## src/rtl/io_pkg.sv

```systemverilog
// rtl/io_pkg.sv - shared constants and lowest-index priority encoder for io_port_bank
package io_pkg;

  localparam int         DEF_WIDTH  = 8;
  localparam int         DEF_NPORTS = 4;
  localparam int         MAX_NPORTS = 16;
  localparam logic [1:0] WARM_TC    = 2'd3;

  typedef struct packed {
    logic       valid;
    logic [3:0] idx;
  } penc_t;

  // Scans from the top down so the last hit, the lowest set index, wins.
  function automatic penc_t lowest_set(input logic [MAX_NPORTS-1:0] req);
    penc_t r;
    r = '0;
    for (int i = MAX_NPORTS - 1; i >= 0; i--) begin
      if (req[i]) begin
        r.valid = 1'b1;
        r.idx   = 4'(i);
      end
    end
    return r;
  endfunction

endpackage

```

## src/rtl/io_in_chan.sv

```systemverilog
// rtl/io_in_chan.sv - one input channel: two-flop synchroniser, change compare, pending flag
module io_in_chan
  import io_pkg::*;
#(
  parameter int WIDTH = DEF_WIDTH
) (
  input  logic             clk,
  input  logic             reset,
  input  logic [WIDTH-1:0] din,
  input  logic             detect_en,
  input  logic             clr,
  output logic [WIDTH-1:0] sync,
  output logic             pending
);

  logic [WIDTH-1:0] s1;
  logic [WIDTH-1:0] s2;
  logic [WIDTH-1:0] prev;
  logic             change;

  assign change = detect_en && (s2 != prev);
  assign sync   = s2;

  always_ff @(posedge clk or negedge reset) begin
    if (!reset) begin
      s1      <= '0;
      s2      <= '0;
      prev    <= '0;
      pending <= 1'b0;
    end else begin
      s1   <= din;
      s2   <= s1;
      prev <= s2;
      // A fresh change beats a simultaneous clear so no event is dropped.
      if (change) begin
        pending <= 1'b1;
      end else if (clr) begin
        pending <= 1'b0;
      end
    end
  end

endmodule

```

## src/rtl/io_port_bank.sv

```systemverilog
// rtl/io_port_bank.sv - NPORTS x WIDTH I/O port bank with change interrupts and write strobes
module io_port_bank
  import io_pkg::*;
#(
  parameter  int WIDTH  = DEF_WIDTH,
  parameter  int NPORTS = DEF_NPORTS,
  localparam int ADDRW  = (NPORTS > 2) ? $clog2(NPORTS) : 1
) (
  input  logic                    clk,
  input  logic                    reset,
  input  logic [ADDRW-1:0]        addr,
  input  logic                    we,
  input  logic [WIDTH-1:0]        wdata,
  input  logic                    re,
  output logic [WIDTH-1:0]        rdata,
  input  logic                    ie_we,
  input  logic [NPORTS-1:0]       ie_wdata,
  input  logic                    irq_ack,
  input  logic [NPORTS*WIDTH-1:0] iport,
  output logic [NPORTS*WIDTH-1:0] oport,
  output logic [NPORTS-1:0]       ostb,
  output logic                    irq,
  output logic [ADDRW-1:0]        irq_id
);

  logic [1:0]        warm;
  logic              detect_en;
  logic [NPORTS-1:0] ien;
  logic [NPORTS-1:0] pending;
  logic [NPORTS-1:0] clr;
  logic [WIDTH-1:0]  sync_val [NPORTS];
  penc_t             penc;

  // Reset-zeroed sync/prev registers would look like a change; hold detection off until they fill.
  always_ff @(posedge clk or negedge reset) begin
    if (!reset) begin
      warm <= 2'd0;
    end else if (warm != WARM_TC) begin
      warm <= warm + 2'd1;
    end
  end

  assign detect_en = (warm == WARM_TC);

  always_ff @(posedge clk or negedge reset) begin
    if (!reset) begin
      ien <= '0;
    end else if (ie_we) begin
      ien <= ie_wdata;
    end
  end

  assign penc   = lowest_set(MAX_NPORTS'(pending & ien));
  assign irq    = penc.valid;
  assign irq_id = ADDRW'(penc.idx);

  for (genvar g = 0; g < NPORTS; g++) begin : g_chan
    assign clr[g] = (re && (addr == ADDRW'(g))) ||
                    (irq_ack && irq && (irq_id == ADDRW'(g)));

    io_in_chan #(
      .WIDTH (WIDTH)
    ) u_chan (
      .clk       (clk),
      .reset     (reset),
      .din       (iport[g*WIDTH +: WIDTH]),
      .detect_en (detect_en),
      .clr       (clr[g]),
      .sync      (sync_val[g]),
      .pending   (pending[g])
    );
  end

  // Addresses past the last channel match nothing and read as zero.
  always_comb begin
    rdata = '0;
    for (int i = 0; i < NPORTS; i++) begin
      if (addr == ADDRW'(i)) begin
        rdata = sync_val[i];
      end
    end
  end

  always_ff @(posedge clk or negedge reset) begin
    if (!reset) begin
      oport <= '0;
      ostb  <= '0;
    end else begin
      for (int i = 0; i < NPORTS; i++) begin
        ostb[i] <= we && (addr == ADDRW'(i));
        if (we && (addr == ADDRW'(i))) begin
          oport[i*WIDTH +: WIDTH] <= wdata;
        end
      end
    end
  end

endmodule
```

## config.mk

```make
export PLATFORM = sky130hd
export DESIGN_NAME = io_port_bank
export DESIGN_NICKNAME = d
export VERILOG_FILES = /design/src/rtl/io_pkg.sv /design/src/rtl/io_in_chan.sv /design/src/rtl/io_port_bank.sv
export SDC_FILE = /design/constraint.sdc
export NUM_CORES = 1
export LEC_CHECK = 0
export ABC_CLOCK_PERIOD_IN_PS = 3700
export CORE_MARGIN = 3
export CORE_UTILIZATION = 35
export DETAILED_ROUTE_END_ITERATION = 8
export DONT_BUFFER_PORTS = 1
export HOLD_SLACK_MARGIN = 0.05
export SETUP_SLACK_MARGIN = 0.05
export SLEW_MARGIN = 25
export SYNTH_ARGS = -nofsm -noshare
export SYNTH_HDL_FRONTEND = slang
export SYNTH_SLANG_ARGS = --single-unit
```

## constraint.sdc

```tcl
create_clock -name clk -period 3.7 [get_ports clk]
set_clock_uncertainty 0.15 [all_clocks]
set_input_delay 0.555 -clock clk [delete_from_list [all_inputs] [get_ports clk]]
set_output_delay 0.555 -clock clk [all_outputs]
set_load 0.03 [all_outputs]
```

Word-level counts from Yosys, hierarchy flattened. Cells that the tools add are included.

Memories kept: 0. Latch bits: 0. Memory bits (writable): 0. Output and inout bits: 47. Bits in registers: 142. Memory bits (read-only): 0. Word-level logic and storage cells: 92. Bits of input ports: 52.

Shifts and indexed selects: 0. Bitwise gates (word level): 1. Eq/ne operators: 12. Multiply operators: 0. Multiplexer cells: 28. Reductions and logical operators: 27. Div/mod/pow operators: 0. Add/sub/neg operators: 1. Magnitude comparators: 0.

Operators by type and width (count): 5-bit 2-to-1 mux (16); 8-bit 2-to-1 mux (4); 8-bit != test (4); 1-bit logical AND (17); 2-bit equality test (second input constant) (5); 1-bit 2-to-1 mux (8); 2-bit nonzero test (4); 4-bit bitwise AND (1); 2-bit by 1-bit equality test with 1-bit output (second input constant) (2); 2-bit zero test (2); 1-bit logical OR (4); 2-bit by 1-bit adder with 2-bit output (second input constant) (1); 2-bit != test (second input constant) (1).

Depth between registers and ports, before layout.
Depth after elaboration: 20. Gate-level depth with buffers: 5. Depth with buffers taken out: 4.

Cells and area by module. A second synthesis with hierarchy kept.

Cell total of the unflattened synthesis: 271. Area total of the unflattened synthesis: 4758.3 um^2.

By module, submodules not included: io_in_chan (sequential area each 625.6 um^2, instances 4, cells each 38, area each 721.9 um^2); io_port_bank (sequential area each 1051.0 um^2, instances 1, cells each 119, area each 1870.5 um^2).

Worst setup path after synthesis. OpenSTA, ideal clock, no wires.

Kind: input to output. Start: in addr[0]. End: out rdata[1]. Path buffers: 1. Required time: 2995 ps. Arrival: 1309 ps. Slack: 1686 ps. Cell stages on the path: 2. Cells stage by stage: buf_6 -> mux4_2.

Cells in the longest elaborated chain, start to end: 5. Elaborated cells between the ends (all ways): 8. Classes of those cells: eq/ne (3); mux (4); reduce/logical (1).

Ends and longest elaborated chain: start, declared (RTL line io_port_bank.sv:11) `input logic [ADDRW-1:0] addr,`; 2-bit zero test (RTL line io_port_bank.sv:78) `if (addr == ADDRW'(i)) begin`; 8-bit 2-to-1 mux (3 in series) (RTL line io_port_bank.sv:78); 8-bit 2-to-1 mux * (RTL line io_port_bank.sv:78); end, declared (RTL line io_port_bank.sv:15) `output logic [WIDTH-1:0] rdata,`.

Mark *: on every way between the ends. The rest lies on a longest branch, timed or not.

Final worst setup path.
Start: reg g_chan[1].u_chan.pending. End: out irq_id[1].

Cells in the longest elaborated chain, start to end: 3.

Ends and longest elaborated chain: start, declared (RTL line io_in_chan.sv:13) `output logic pending`; start signal, assigned (RTL line io_in_chan.sv:29) `pending <= 1'b0;`; start signal, assigned (RTL line io_in_chan.sv:36) `pending <= 1'b1;`; start signal, assigned (RTL line io_in_chan.sv:38) `pending <= 1'b0;`; 4-bit bitwise AND (RTL line io_port_bank.sv:53) `assign penc = lowest_set(MAX_NPORTS'(pending & ien));`; 5-bit 2-to-1 mux (2 in series) (RTL line io_pkg.sv:19) `if (req[i]) begin`; end, declared (RTL line io_port_bank.sv:23) `output logic [ADDRW-1:0] irq_id`.

No other way between the ends.

==> results.md <==
* Outcome: finished with violations
* Failing checks: hold timing
* FP Rows at 42
* Worst-Margin Slew at 725.1 ps
* Vias in the first global route at 2,619
* Startpoint class of the critical path: flop
* CTS tree: done
* Initial DRC Count at approximately 150
* Min cycle time layout at 2420 ps
* Routed len/inst at around 18 µm
* Worst Hold Margin at -314.1 ps
* Leakage at 2.538 nW
* Hold Path Class: in2async
* Crit-path cells: a22oi_1, nor2b_1
* Post-route setup slack at 1280 ps
* Die Height at 122.8 µm
* Total CTS buffers at 17
* HPWL Detailed at ~6000 µm
* Final Power at 3.886 mW
* Final Wtd Congestion at 0.8279
* Worst-Skew Late Latency at 410 ps
* FF+latch count, synth at 142
* Crit-path max FO at 4
* CP Buf/Inv Count at 0
* Syn Nets at 339
* Post-synthesis cell count at about 290
* Rel. slew slack at 51.81%
* # IOs at between 90 and 100
* Tcrit/Tclk final at 65.40%
* Ys Warns at 0
* Pwr/cell area at 658.4 nW/µm²
* Clk sinks at approximately 140
* Met1 Usage GRT at 16.56%
* Post-route antenna net violation count at 0
* Worst EP required at roughly 3000 ps
* Crit path kind: reg2out
* Fraction of layout cells with a size suffix above 1 at 19.42%
* Drc violations at 0
* VDD IR-drop max at 0.4547 mV
* Area of the core at ~13,000 µm²
* Fin. max-slew vios at 0
* Number of H-tree levels at 4
* Place WS at roughly 1700 ps
* Setup_tns at 0 ps
* Synth area leader: dfrtp_1
* Max Buffers Root-to-Sink at 2
* Met2 Use GR at roughly a fifth
* Synth unique cells at 24
* Largest net degree at the start of global routing at 143
* Clock-pin slew on the worst setup and hold paths at 60 ps
* Endpoints failing hold at 142
* M3 GR Usage at 4.747%
* Overflow after GRT at 0
* Detailed Routing Iterations Pass 1 at 4
* Initial antenna violation count at 0
* Avg Cell Area, Syn at 16.69 µm²
* Synth top area share at 74.46%
* Starting Density at between 30% and 40%
* Port buffer count at 0
* Routed vias/inst at 4.589
* RSZ-0062 raised after global routing: false
* WL final at 9143 µm
* Post-Syn Area at around 4800 µm²
* CP max stage cell: nor2b_1
* F_max at 413.3 MHz
* Max Cap Violations at 0
* Antenna Cells at 0
* Register area share after synthesis at 74.46%
* Element type at the critical path end: output port
* CTS resizes at 0
* Vias at 2,391
* Root buf cell: clkbuf_16
* Die Wd at 122.8 µm
* Final #Nets at 387
* Critical Path AT at between 1500 and 2000 ps
* Setup-failing EPs final at 0
* First-pass GRT wire length at ~14,000 µm
* Die ar. at 15,070 µm²
* All-Layer GR Usage at a little over an eighth
* Largest delay share family, worst path: simple AND/OR/NAND/NOR gates
* Setup Buffers After CTS at 0
* CTS hold repair buffers at 32
* GRT Max-Usage Layer: met2
* Synth area leaders: dfrtp_1 (74%), xnor2_1 (6.1%), mux2_2 (5.0%)
* Crit path largest cell delay at 560 ps
* Area delta synth->final at 23.68%
==> layout make-up <==
cell class	count	area (µm²)
fillers	1169	7393
flip-flops and latches	142	3553
multi-input cells	138	1180
clock buffers	18	429.2
repair buffers	32	320.3
well taps	176	220.2
clock inverters	12	187.7
inverters	3	11.26
==> cell usage after synthesis, drive strengths merged <==
cell type    n
nor2b        1
nand3        6
mux4         8
nand3b       1
mux2        29
buf          3
inv          2
and2b        1
a22oi        2
nor2         1
and2         2
xnor2       33
clkinv       1
nand4        9
nand2       35
ha           1
a21oi        3
dfrtp      142
o21ai        6
==> through the flow <==
step                      cells  utilization (%)  instance area [µm²]
after floorplan             286                -                 4772
after global placement      459            37.34                 4965
after detailed placement    459            37.34                 4965
after CTS                   521            44.39                 5902
after global routing        521            44.39                 5902
final                       521            44.39                 5902
==> where the power goes <==
part	total (mW)	switching (mW)	internal, mW
sequential	1.89	0.219	1.68
clock	1.78	0.651	1.13
combinational	0.210	0.0854	0.125
==> per-layer routing <==
layer | wire, µm | share of wire (%) | vias to the layer above
met1 | 3876 | 42 | 1240
met5 | 0 | 0 | -
li1 | - | - | 1074
met2 | 4593 | 50 | 66
met4 | 179 | 2.0 | 0
met3 | 494 | 5.4 | 11
==> state kept, by name, summed over array words and instances, names as in the netlist <==
register	flops
g_chan.u_chan.pending	4
g_chan.u_chan.prev	32
g_chan.u_chan.s1	32
g_chan.u_chan.sync	32
ien	4
oport	32
ostb	4
warm	2
==> final timing paths <==
path	startpoint	slack [ps]	cells after the start	endpoint
max	g_chan[1].u_chan.pending	1280	2	irq_id[1]
min	reset	-310	0	oport[3]
max reg2reg	g_chan[1].u_chan.sync[0]	2220	4	g_chan[1].u_chan.pending
min reg2reg	g_chan[3].u_chan.s1[7]	190	0	g_chan[3].u_chan.sync[7]
max in group asynchronous	reset	3490	0	g_chan[2].u_chan.s1[6]
min in group clk	wdata[2]	100	2	oport[10]
==> worst reg2reg max path, cell delays in order (launching register included) <==
cell,delay (ps)
dfrtp_1,410
xnor2_1,170
nand4_1,150
o21ai_0,310
o21ai_0,140
==> logic make-up after synthesis <==
group	after synthesis	share of synthesized area [%]
fa+ha+maj	1	0.2622
simple gates	56	5.742
flops	142	74.46
buf+inv	6	0.8126
xor+xnor	33	6.057
compound gates	11	1.258
mux	37	11.41
==> cell usage in the layout (no fill, tap or decap) <==
master	n
a21oi_1	3
a22oi_1	2
and2_1	2
and2b_1	1
bufinv_16	4
clkbuf_1	1
clkbuf_16	17
clkinv_1	1
clkinv_2	1
clkinv_4	3
clkinvlp_4	1
dfrtp_1	142
dlygate4sd3_1	32
ha_1	1
inv_1	2
inv_6	2
inv_8	1
mux2_2	21
mux2_4	8
mux4_1	2
mux4_2	6
nand2_1	34
nand2_2	1
nand3_1	5
nand3_4	1
nand3b_2	1
nand4_1	9
nor2_1	1
nor2b_1	1
o21ai_0	6
xnor2_1	33
(Power assumes the default switching activity.)
